--- src/rtl/rect_pixel_writer_pkg.sv ---
// Shared display definitions: screen geometry, index/colour widths and the fill
// state encoding, plus index/coordinate helpers reused by other display blocks.
package rect_pixel_writer_pkg;

    localparam int SCR_W_DEF = 96;
    localparam int SCR_H_DEF = 64;
    localparam int COORD_W   = 7;
    localparam int IDX_W     = 13;
    localparam int COLOUR_W  = 16;

    typedef enum logic [1:0] {
        IDLE   = 2'd0,
        SETUP  = 2'd1,
        DRAW   = 2'd2,
        FINISH = 2'd3
    } fill_state_e;

    // y * k as a sum of shifted copies of y, one per set bit of the constant k,
    // so a fixed screen width never needs a general multiplier.
    function automatic logic [IDX_W-1:0] mul_const(input logic [COORD_W-1:0] y,
                                                   input int k);
        logic [IDX_W-1:0] acc;
        acc = '0;
        for (int i = 0; i < IDX_W; i++) begin
            if (k[i]) begin
                acc = acc + (IDX_W'(y) << i);
            end
        end
        return acc;
    endfunction

    function automatic logic [IDX_W-1:0] xy_to_idx(input logic [COORD_W-1:0] x,
                                                   input logic [COORD_W-1:0] y,
                                                   input int scr_w);
        return mul_const(y, scr_w) + IDX_W'(x);
    endfunction

    function automatic logic [COORD_W-1:0] idx_to_x(input logic [IDX_W-1:0] idx,
                                                    input int scr_w);
        return COORD_W'(32'(idx) % scr_w);
    endfunction

    function automatic logic [COORD_W-1:0] idx_to_y(input logic [IDX_W-1:0] idx,
                                                    input int scr_w);
        return COORD_W'(32'(idx) / scr_w);
    endfunction

endpackage

--- src/rtl/rect_pixel_writer_clip_calc.sv ---
// Setup arithmetic for a rectangle fill: screen clipping, start index, row step
// and the empty-request test. Purely combinational.
module rect_pixel_writer_clip_calc
    import rect_pixel_writer_pkg::*;
#(
    parameter int SCR_W = SCR_W_DEF,
    parameter int SCR_H = SCR_H_DEF
) (
    input  logic [COORD_W-1:0] x0,
    input  logic [COORD_W-1:0] y0,
    input  logic [COORD_W-1:0] w,
    input  logic [COORD_W-1:0] h,
    output logic [COORD_W-1:0] x_last,
    output logic [COORD_W-1:0] y_last,
    output logic [IDX_W-1:0]   base_idx,
    output logic [IDX_W-1:0]   row_step,
    output logic               empty
);

    localparam logic [COORD_W:0] SCR_W_EXT = (COORD_W+1)'(SCR_W);
    localparam logic [COORD_W:0] SCR_H_EXT = (COORD_W+1)'(SCR_H);
    localparam logic [COORD_W:0] ONE_EXT   = (COORD_W+1)'(1);

    logic [COORD_W:0] x_sum;
    logic [COORD_W:0] y_sum;
    logic [COORD_W:0] x_end;
    logic [COORD_W:0] y_end;

    always_comb begin
        // One extra bit keeps x0+w from wrapping before it is clipped.
        x_sum = {1'b0, x0} + {1'b0, w};
        y_sum = {1'b0, y0} + {1'b0, h};
        x_end = (x_sum > SCR_W_EXT) ? SCR_W_EXT : x_sum;
        y_end = (y_sum > SCR_H_EXT) ? SCR_H_EXT : y_sum;

        x_last = COORD_W'(x_end - ONE_EXT);
        y_last = COORD_W'(y_end - ONE_EXT);

        empty = (w == '0) || (h == '0) ||
                ({1'b0, x0} >= SCR_W_EXT) || ({1'b0, y0} >= SCR_H_EXT);

        base_idx = xy_to_idx(x0, y0, SCR_W);
        // From the last pixel of a row (x_end-1) back to x0 on the next row.
        row_step = IDX_W'(SCR_W) - IDX_W'(x_end) + IDX_W'(x0) + IDX_W'(1);
    end

endmodule

--- src/rtl/rect_pixel_writer.sv ---
// Solid rectangle fill engine: clips a request to the screen and streams one
// framebuffer write per pixel, row-major, over a valid/ready write port.
module rect_pixel_writer
    import rect_pixel_writer_pkg::*;
#(
    parameter int SCR_W = SCR_W_DEF,
    parameter int SCR_H = SCR_H_DEF
) (
    input  logic                my_clock,
    input  logic                rst_n,
    input  logic                start,
    input  logic [COORD_W-1:0]  x0,
    input  logic [COORD_W-1:0]  y0,
    input  logic [COORD_W-1:0]  w,
    input  logic [COORD_W-1:0]  h,
    input  logic [COLOUR_W-1:0] colour,
    output logic                busy,
    output logic                wr_valid,
    input  logic                wr_ready,
    output logic [IDX_W-1:0]    wr_addr,
    output logic [COLOUR_W-1:0] wr_data,
    output logic                done
);

    fill_state_e         state_q, state_d;
    logic [COORD_W-1:0]  x0_q, x0_d;
    logic [COORD_W-1:0]  y0_q, y0_d;
    logic [COORD_W-1:0]  w_q, w_d;
    logic [COORD_W-1:0]  h_q, h_d;
    logic [COLOUR_W-1:0] colour_q, colour_d;
    logic [COORD_W-1:0]  x_q, x_d;
    logic [COORD_W-1:0]  y_q, y_d;
    logic [COORD_W-1:0]  x_last_q, x_last_d;
    logic [COORD_W-1:0]  y_last_q, y_last_d;
    logic [IDX_W-1:0]    addr_q, addr_d;
    logic [IDX_W-1:0]    row_step_q, row_step_d;

    logic [COORD_W-1:0]  clip_x_last;
    logic [COORD_W-1:0]  clip_y_last;
    logic [IDX_W-1:0]    clip_base_idx;
    logic [IDX_W-1:0]    clip_row_step;
    logic                clip_empty;

    rect_pixel_writer_clip_calc #(
        .SCR_W (SCR_W),
        .SCR_H (SCR_H)
    ) u_clip_calc (
        .x0       (x0_q),
        .y0       (y0_q),
        .w        (w_q),
        .h        (h_q),
        .x_last   (clip_x_last),
        .y_last   (clip_y_last),
        .base_idx (clip_base_idx),
        .row_step (clip_row_step),
        .empty    (clip_empty)
    );

    always_comb begin
        // NOTE: every _d defaults to its _q first, so no branch of the case can infer a latch.
        state_d    = state_q;
        x0_d       = x0_q;
        y0_d       = y0_q;
        w_d        = w_q;
        h_d        = h_q;
        colour_d   = colour_q;
        x_d        = x_q;
        y_d        = y_q;
        x_last_d   = x_last_q;
        y_last_d   = y_last_q;
        addr_d     = addr_q;
        row_step_d = row_step_q;

        unique case (state_q)
            IDLE: begin
                if (start) begin
                    x0_d     = x0;
                    y0_d     = y0;
                    w_d      = w;
                    h_d      = h;
                    colour_d = colour;
                    state_d  = SETUP;
                end
            end
            SETUP: begin
                x_last_d   = clip_x_last;
                y_last_d   = clip_y_last;
                row_step_d = clip_row_step;
                addr_d     = clip_base_idx;
                x_d        = x0_q;
                y_d        = y0_q;
                state_d    = clip_empty ? FINISH : DRAW;
            end
            DRAW: begin
                // The beat only advances once the framebuffer has taken it.
                if (wr_ready) begin
                    if (x_q == x_last_q) begin
                        if (y_q == y_last_q) begin
                            state_d = FINISH;
                        end else begin
                            x_d    = x0_q;
                            y_d    = y_q + COORD_W'(1);
                            addr_d = addr_q + row_step_q;
                        end
                    end else begin
                        x_d    = x_q + COORD_W'(1);
                        addr_d = addr_q + IDX_W'(1);
                    end
                end
            end
            FINISH: begin
                state_d = IDLE;
            end
            default: begin
                state_d = IDLE;
            end
        endcase
    end

    // NOTE: sequential state uses non-blocking assignments only, so every register samples pre-edge values.
    always_ff @(posedge my_clock or negedge rst_n) begin
        if (!rst_n) begin
            state_q    <= IDLE;
            x0_q       <= '0;
            y0_q       <= '0;
            w_q        <= '0;
            h_q        <= '0;
            colour_q   <= '0;
            x_q        <= '0;
            y_q        <= '0;
            x_last_q   <= '0;
            y_last_q   <= '0;
            addr_q     <= '0;
            row_step_q <= '0;
        end else begin
            state_q    <= state_d;
            x0_q       <= x0_d;
            y0_q       <= y0_d;
            w_q        <= w_d;
            h_q        <= h_d;
            colour_q   <= colour_d;
            x_q        <= x_d;
            y_q        <= y_d;
            x_last_q   <= x_last_d;
            y_last_q   <= y_last_d;
            addr_q     <= addr_d;
            row_step_q <= row_step_d;
        end
    end

    // Outputs decode straight from the state register so reset clears them at once.
    assign busy     = (state_q == SETUP) || (state_q == DRAW);
    assign wr_valid = (state_q == DRAW);
    assign done     = (state_q == FINISH);
    assign wr_addr  = addr_q;
    assign wr_data  = colour_q;

endmodule

--- config.mk ---
export PLATFORM = sky130hd
export DESIGN_NAME = rect_pixel_writer
export DESIGN_NICKNAME = d
export VERILOG_FILES = /design/src/rtl/rect_pixel_writer_pkg.sv /design/src/rtl/rect_pixel_writer_clip_calc.sv /design/src/rtl/rect_pixel_writer.sv
export SDC_FILE = /design/constraint.sdc
export NUM_CORES = 1
export LEC_CHECK = 0
export ABC_AREA = 1
export BUFFER_PORTS_ARGS = -buffer_cell sky130_fd_sc_hd__buf_2
export CORE_UTILIZATION = 60
export DETAILED_ROUTE_END_ITERATION = 8
export PLACE_DENSITY = 0.81
export SYNTH_ARGS = -nofsm -noshare
export SYNTH_HDL_FRONTEND = slang
export SYNTH_HIERARCHICAL = 1
export SYNTH_SLANG_ARGS = --single-unit
--- constraint.sdc ---
create_clock -name my_clock -period 4 [get_ports my_clock]
set_clock_uncertainty 0.1 [all_clocks]
set_input_delay 0.4 -clock my_clock [delete_from_list [all_inputs] [get_ports my_clock]]
set_output_delay 0.4 -clock my_clock [all_outputs]
set_load 0.005 [all_outputs]
==> run summary, run 1 <==
status = finished, violations left
failing checks = design-rule violations
synthesized cell area = 7130 um2
routed length per instance = 14.4 um
met1 usage = 36.0%
CTS H-tree lvls = 3
antenna diode count = 0
Via density = 5.39
synthesized area per cell = 8.04 um2
Setup violations, final = 0
max cap viols = 0
most common cell after layout, fill and taps aside = nand2_1
core area = 11,500 um2
clock-pin slew on the worst setup and hold paths = 0.07 ns
#FFs+latches synth = 100
Worst setup EP type = flop
via count of the first global-routing pass = 5,786
fin. max-slew vios = 0
met2 Use GR = 46.2%
first-pass GRT wire length = 26.9 mm
Fmax = 0.265 GHz
TritonCTS clock tree = built
drt pass-1 iters = 7
largest net degree at the start of global routing = 47
share of layout cells above drive strength 1 = 22.4%
most frequent cells in the layout = nand2_1, inv_1, dfrtp_1, buf_2, nor2_1
Hold Crit Endpoint = h_q[3]
reg-to-reg slack, setup = 0.22 ns
Die ar. = 12,300 um2
clock buffer depth = 2
Die Y = 111 um
# IOs = 80
initial antenna violation count = 1
cts bufs inserted = 9
Finished Layout Cells = 1,110
Yosys top cell by area = dfrtp_1
Rows = 39
post-route cell area = 8020 um2
via count = 5,982
NumNets Final = 1,070
grt peak-use layer = met2
worst endpoint required time = 4.12 ns
syn nets = 995
gpl congestion = 0.956
Final Hold Vio Count = 0
register area share after synthesis = 35.1%
initial core utilization = 61.9%
RR Endpoint = row_step_q[7]
HP Class = primary input to flop
Post-CTS Setup Inserts = 0
Synth top area share = 35.1%
max_slew headroom = 31.0%
WS Path Type = flop to flop
drt total wl = 15.9 mm
Worst-Skew Late Latency = 0.36 ns
P&R area growth vs syn = 12.6%
number of fill cells = 933
I/O Buffers = 79
arrival time of the worst setup path = 3.89 ns
clock tree root driver cell = clkbuf_16
Post-Place Cell Area = 7640 um2
drc violations = 5
GRT Residual Overflow = 0
placed cells = 1,093
Synth cell types = 45
Max FO, Critical Path = 4
Final min period = 3.78 ns
number of flip-flops under the largest register name = 16
Initial DRC Count = 320
R2R Path Start = w_q[0]
clk sinks = 100
post-route clock period utilization = 94.4%
WHS Path Cells = 2
GR Util All Layers = 27.4%
Critical Path Source Type = flop
worst slew pin tran = 1.03 ns
min-delay src = h[3]
Antenna Nets Post-Route = 0
met3 usage = 3.66%
DIE WIDTH = 111 um
detailed placement HPWL = 12.2 mm
Synth area leaders = dfrtp_1, nand2_1, ha_1
Worst R2R Path Depth = 22
Syn Inst Count = 887
Synth warnings = 6
## synth_stat cells, drive strengths merged
| cell type | n |
|---|---|
| a21oi | 29 |
| dfrtp | 100 |
| ha | 54 |
| a311oi | 1 |
| mux2i | 1 |
| mux2 | 50 |
| xor2 | 19 |
| nand2 | 249 |
| and2 | 2 |
| nor2 | 69 |
| nor3 | 7 |
| inv | 115 |
| fa | 6 |
| nor4 | 2 |
| nand3b | 2 |
| a31oi | 3 |
| nand3 | 58 |
| xnor2 | 16 |
| nand4 | 11 |
| buf | 13 |
| or2 | 3 |
| o211ai | 3 |
| o21ai | 58 |
| o21bai | 2 |
| a21o | 2 |
| clkbuf | 11 |
| a22oi | 1 |
## worst max-delay path by stage
stage	startpoint	end	slack [ns]	cells past startpoint
floorplan	x0_q[0]	row_step_q[7]	0.41	23
finish	w_q[0]	row_step_q[7]	0.22	22
global route	w_q[0]	row_step_q[7]	-0.01	22
global placement	x0_q[0]	row_step_q[7]	0.26	23
CTS	w_q[0]	row_step_q[7]	0.08	23
detailed placement	w_q[0]	row_step_q[7]	0.12	23
## metal layers
metal	wire, um	vias to the layer above
met2	7390	195
met3	867	27
met5	0	-
met4	348	0
met1	7340	2737
li1	-	3023
## timing repair
action	CTS	global route
hold buffers	1	0
setup endpoints to repair	0	3
hold endpoints to repair	32	0
resized for setup	0	6
## cell type report
type	count	area (um2)	share of cell area, %
Multi-Input combinational cell	648	4090	50.9
Sequential cell	100	2500	31.2
Timing Repair Buffer	88	468	5.83
Inverter	115	434	5.41
Clock buffer	10	239	2.98
Tap cell	143	179	2.23
Clock inverter	6	116	1.45
## stage by stage
step / util [%] / hold slack [ns] / setup TNS (ns) / worst slack, ns
floorplan: - / 0.00441 / 0 / 0.406
global placement: 66.3 / 0.299 / 0 / 0.263
detailed placement: 66.3 / 0.290 / 0 / 0.115
CTS: 69.5 / 0.163 / 0 / 0.0807
global route: 69.7 / 0.166 / -0.0129 / -0.0129
finish: 69.7 / 0.170 / 0 / 0.225
## logic make-up (layout without fill, tap and decap cells)
family / count (synthesis) / after routing / share of synthesized area, %
AOI/OAI and AO/OA: 99 / 99 / 7.99
DFF: 100 / 100 / 35.1
muxes: 51 / 51 / 8.04
adders and majority gates: 60 / 60 / 11.2
xor gates and xnor gates: 35 / 35 / 4.41
buffers and inverters: 139 / 219 / 7.88
and+or+nand+nor: 403 / 403 / 25.4
## worst max-delay path, stage by stage, from the launching register on
cell and delay [ns]:
dfrtp_1 0.40, ha_1 0.24, fa_2 0.36, nand2_2 0.09, nand2_2 0.08, nand3_2 0.08, nand2_1 0.05, nand2_1 0.05
nand2_1 0.09, nand2_2 0.13, nand3_1 0.12, ha_1 0.27, nor3_2 0.22, nor2_2 0.06, ha_1 0.33, a21oi_1 0.16
nand2_1 0.09, a21o_1 0.17, a21oi_2 0.15, o21ai_0 0.11, a21o_1 0.16, nand2_1 0.05, o21ai_0 0.08
Power of run 1 is left out: the tool's default activity adds up to more than one toggle a clock period on the data nets, which glitch-free logic cannot reach.
==> run 2: changes to the inputs <==
--- a/config.mk
+++ b/config.mk
@@ -8,6 +8,6 @@
 export ABC_AREA = 1
-export BUFFER_PORTS_ARGS = -buffer_cell sky130_fd_sc_hd__buf_2
 export CORE_UTILIZATION = 60
 export DETAILED_ROUTE_END_ITERATION = 8
-export PLACE_DENSITY = 0.81
+export DONT_BUFFER_PORTS = 1
+export PLACE_DENSITY = 0.76
 export SYNTH_ARGS = -nofsm -noshare
==> constraint.sdc (replaced) <==
create_clock -name my_clock -period 4 [get_ports my_clock]
set_clock_uncertainty 0.1 [all_clocks]
set_input_delay 0.8 -clock my_clock [delete_from_list [all_inputs] [get_ports my_clock]]
set_output_delay 0.8 -clock my_clock [all_outputs]
set_load 0.005 [all_outputs]
==> run summary, run 2 (synthesis results as in run 1) <==
max cap viols = 0
drt pass-1 iters = 7
Rows = 39
NumNets Final = 988
Setup violations, final = 0
CTS H-tree lvls = 3
Via density = 5.63
max_slew headroom = 31.6%
Die ar. = 12,300 um2
DIE WIDTH = 111 um
clk sinks = 100
arrival time of the worst setup path = 3.86 ns
via count = 5,778
fin. max-slew vios = 0
share of layout cells above drive strength 1 = 15.4%
HP Class = primary input to async pin
max layer used = met4
initial antenna violation count = 0
TritonCTS clock tree = built
first-pass GRT wire length = 27.2 mm
antenna diode count = 0
Fmax = 0.268 GHz
Initial DRC Count = 350
worst slew pin tran = 1.02 ns
Worst-Skew Late Latency = 0.36 ns
GR Util All Layers = 28.1%
met3 wire length = 1.14 mm
Critical Path Source Type = flop
number of fill cells = 974
pre-CTS WS = 0.0958 ns
wl on met1 = 7.03 mm
post-route clock period utilization = 93.3%
Post-CTS Resized = 0
most frequent cells in the layout = nand2_1, inv_1, dfrtp_1, nor2_1
met2 routed WL = 7.73 mm
Final Hold Vio Count = 0
WS Path Type = flop to flop
cts bufs inserted = 9
status = finished, violations left
number of flip-flops under the largest register name = 16
clock buffer depth = 2
failing checks = design-rule violations
via count of the first global-routing pass = 5,881
largest net degree at the start of global routing = 101
gpl congestion = 0.913
drt total wl = 16.3 mm
worst setup margin = 0.270 ns
routed length per instance = 15.9 um
CTS Hold Bufs = 0
Post-CTS Setup Inserts = 0
initial core utilization = 61.9%
drc violations = 4
detailed placement HPWL = 12.2 mm
worst endpoint required time = 4.12 ns
Die Y = 111 um
most common cell after layout, fill and taps aside = nand2_1
Max FO, Critical Path = 4
GRT Residual Overflow = 0
# IOs = 80
placed cells = 1,012
clock tree root driver cell = clkbuf_16
Worst setup EP type = flop
Finished Layout Cells = 1,027
Post-Place Cell Area = 7230 um2
I/O Buffers = 0
Antenna Nets Post-Route = 0
post-route cell area = 7570 um2
Final min period = 3.73 ns
P&R area growth vs syn = 6.20%
core area = 11,500 um2
clock-pin slew on the worst setup and hold paths = 0.07 ns
[run 2: per-stage QoR]
step	setup TNS (ns)	util, %	hold WS [ns]
floorplan	0	-	0.391
global placement	0	62.8	0.408
detailed placement	0	62.8	0.407
CTS	0	65.3	0.0267
global route	-0.0152	65.7	0.0230
finish	0	65.7	0.0306
[run 2: metal layers]
layer  GRT usage [%]  vias up
li1                -     2844
met5               0        -
met2            48.0      206
met4            12.2        0
met3            6.45       35
met1            33.9     2693
[run 2: worst max-delay path: stages (launching register included)]
cell	delay, ns
dfrtp_1	0.41
ha_2	0.21
fa_1	0.39
nand2_2	0.09
nand2_2	0.07
nand3_2	0.07
nand2_1	0.05
nand2_1	0.05
nand2_1	0.09
nand2_2	0.16
nand2_4	0.10
nor2_2	0.15
inv_2	0.07
xor2_1	0.17
ha_1	0.34
a21oi_1	0.19
inv_1	0.06
a31oi_1	0.25
nor2_1	0.06
o21ai_0	0.16
nand2_1	0.08
xor2_1	0.14
nand2_1	0.06
o21ai_0	0.08
[run 2: layout make-up]
class | count | area, um2 | share of cell area (%)
inverters | 115 | 434 | 5.74
clock buffers | 11 | 243 | 3.21
repair buffers | 6 | 45.0 | 0.595
clock inverters | 4 | 50.0 | 0.661
flip-flops and latches | 100 | 2500 | 33.1
multi-input cells | 648 | 4120 | 54.4
well taps | 143 | 179 | 2.36
[run 2: final timing paths]
path | startpoint | endpoint | slack [ns] | cells after the start
setup / recovery | w_q[0] | row_step_q[6] | 0.27 | 23
hold / removal | rst_n | x_last_q[5] | 0.03 | 0
setup reg to reg | w_q[0] | row_step_q[6] | 0.27 | 23
hold reg to reg | row_step_q[8] | row_step_q[8] | 0.43 | 2
max in group asynchronous | rst_n | y0_q[2] | 3.62 | 0
min in group my_clock | row_step_q[8] | row_step_q[8] | 0.43 | 2
Power of run 2 is left out for the same reason.
==> run 3: changes to the inputs <==
RECOVER_POWER = 100   (was not set)
==> run summary, run 3 (synthesis results as in run 1) <==
status = finished, violations left
failing checks = design-rule violations, max-capacitance violations, max-slew violations
drt total wl = 16.3 mm
placed cells = 1,012
initial core utilization = 61.9%
# IOs = 80
most frequent cells in the layout = nand2_1, inv_1, dfrtp_1, nor2_1
routed length per instance = 15.9 um
Worst-Skew Late Latency = 0.35 ns
Die Y = 111 um
number of flip-flops under the largest register name = 16
clock buffer depth = 2
Finished Layout Cells = 1,027
CTS H-tree lvls = 3
Worst setup EP type = flop
Fmax = 0.267 GHz
core area = 11,500 um2
via count of the first global-routing pass = 5,881
drc violations = 4
DIE WIDTH = 111 um
family with the most delay on the worst path = simple AND/OR/NAND/NOR gates
Setup violations, final = 0
HP Class = primary input to async pin
I/O Buffers = 0
first-pass GRT wire length = 27.2 mm
share of layout cells above drive strength 1 = 14.4%
max cap viols = 1
post-route clock period utilization = 93.8%
Initial DRC Count = 365
clock-pin slew on the worst setup and hold paths = 0.07 ns
R2R Path Start = w_q[0]
via count = 5,744
gpl congestion = 0.913
Worst R2R Path Depth = 23
TritonCTS clock tree = built
CP bufs+invs = 2
Die ar. = 12,300 um2
hold_ws = 0.0330 ns
Post-CTS Resized = 0
Final Hold Vio Count = 0
antenna diode count = 0
WP depth = 23
initial antenna violation count = 0
worst endpoint required time = 4.12 ns
Layout Utilization = 65.2%
fin. max-slew vios = 47
cts bufs inserted = 9
worst slew pin tran = 1.83 ns
Antenna Nets Post-Route = 0
Rows = 39
Final min period = 3.75 ns
arrival time of the worst setup path = 3.87 ns
Post-CTS Setup Inserts = 0
Critical Path Source Type = flop
NumNets Final = 988
clock tree root driver cell = clkbuf_16
CP Cell Sequence = ha_2, fa_1, nand2_2, nand2_2, nand3_2, nand2_1, nand2_1, nand2_1, nand2_2, nand2_4, nor2_2, inv_2, xor2_1, ha_1, a21oi_1, inv_1, a31oi_1, nor2_1, o21ai_0, nand2_1, xor2_1, nand2_1, o21ai_0
Critical Path Most Common Cell = nand2_1
crit path max-delay cell type = dfrtp_1
P&R area growth vs syn = 5.28%
WS Path Type = flop to flop
Via density = 5.59
CTS Hold Bufs = 0
drt pass-1 iters = 7
reg-to-reg slack, setup = 0.25 ns
max incr delay on CP = 0.41 ns
detailed placement HPWL = 12.2 mm
GRT Residual Overflow = 0
Max FO, Critical Path = 4
most common cell after layout, fill and taps aside = nand2_1
clk sinks = 100
max_slew headroom = -22.2%
largest net degree at the start of global routing = 101
GR Util All Layers = 28.1%
RR Endpoint = row_step_q[6]
[run 3: layer usage]
metal	wire length (um)	track usage, %	up-vias
li1	-	-	2842
met1	7050	33.9	2675
met2	7690	48.0	194
met3	1140	6.45	33
met4	424	12.2	0
met5	0	0	-
[run 3: layout make-up]
class	instances	area [um2]
multi-input cells	648	4050
fillers	987	4010
flip-flops and latches	100	2500
inverters	115	433
clock buffers	11	243
well taps	143	179
clock inverters	4	50.0
repair buffers	6	45.0
[run 3: metrics by stage]
| stage | area [um2] | setup TNS, ns | setup slack [ns] |
|---|---|---|---|
| 6_report | 7500 | 0 | 0.248 |
| 5_1_grt | 7500 | -0.0152 | -0.0152 |
| 4_1_cts | 7520 | 0 | 0.0385 |
| 3_5_place_dp | 7230 | 0 | 0.0958 |
| 3_3_place_gp | 7230 | 0 | 0.220 |
| 2_1_floorplan | 7130 | 0 | 0.406 |
[run 3: how the worst max path moves through the flow]
stage | endpoint | start
3_3_place_gp | row_step_q[7] | x0_q[0]
3_5_place_dp | row_step_q[7] | w_q[0]
5_1_grt | row_step_q[7] | w_q[0]
2_1_floorplan | row_step_q[7] | x0_q[0]
4_1_cts | row_step_q[7] | w_q[0]
6_report | row_step_q[6] | w_q[0]
Power of run 3 is left out for the same reason.
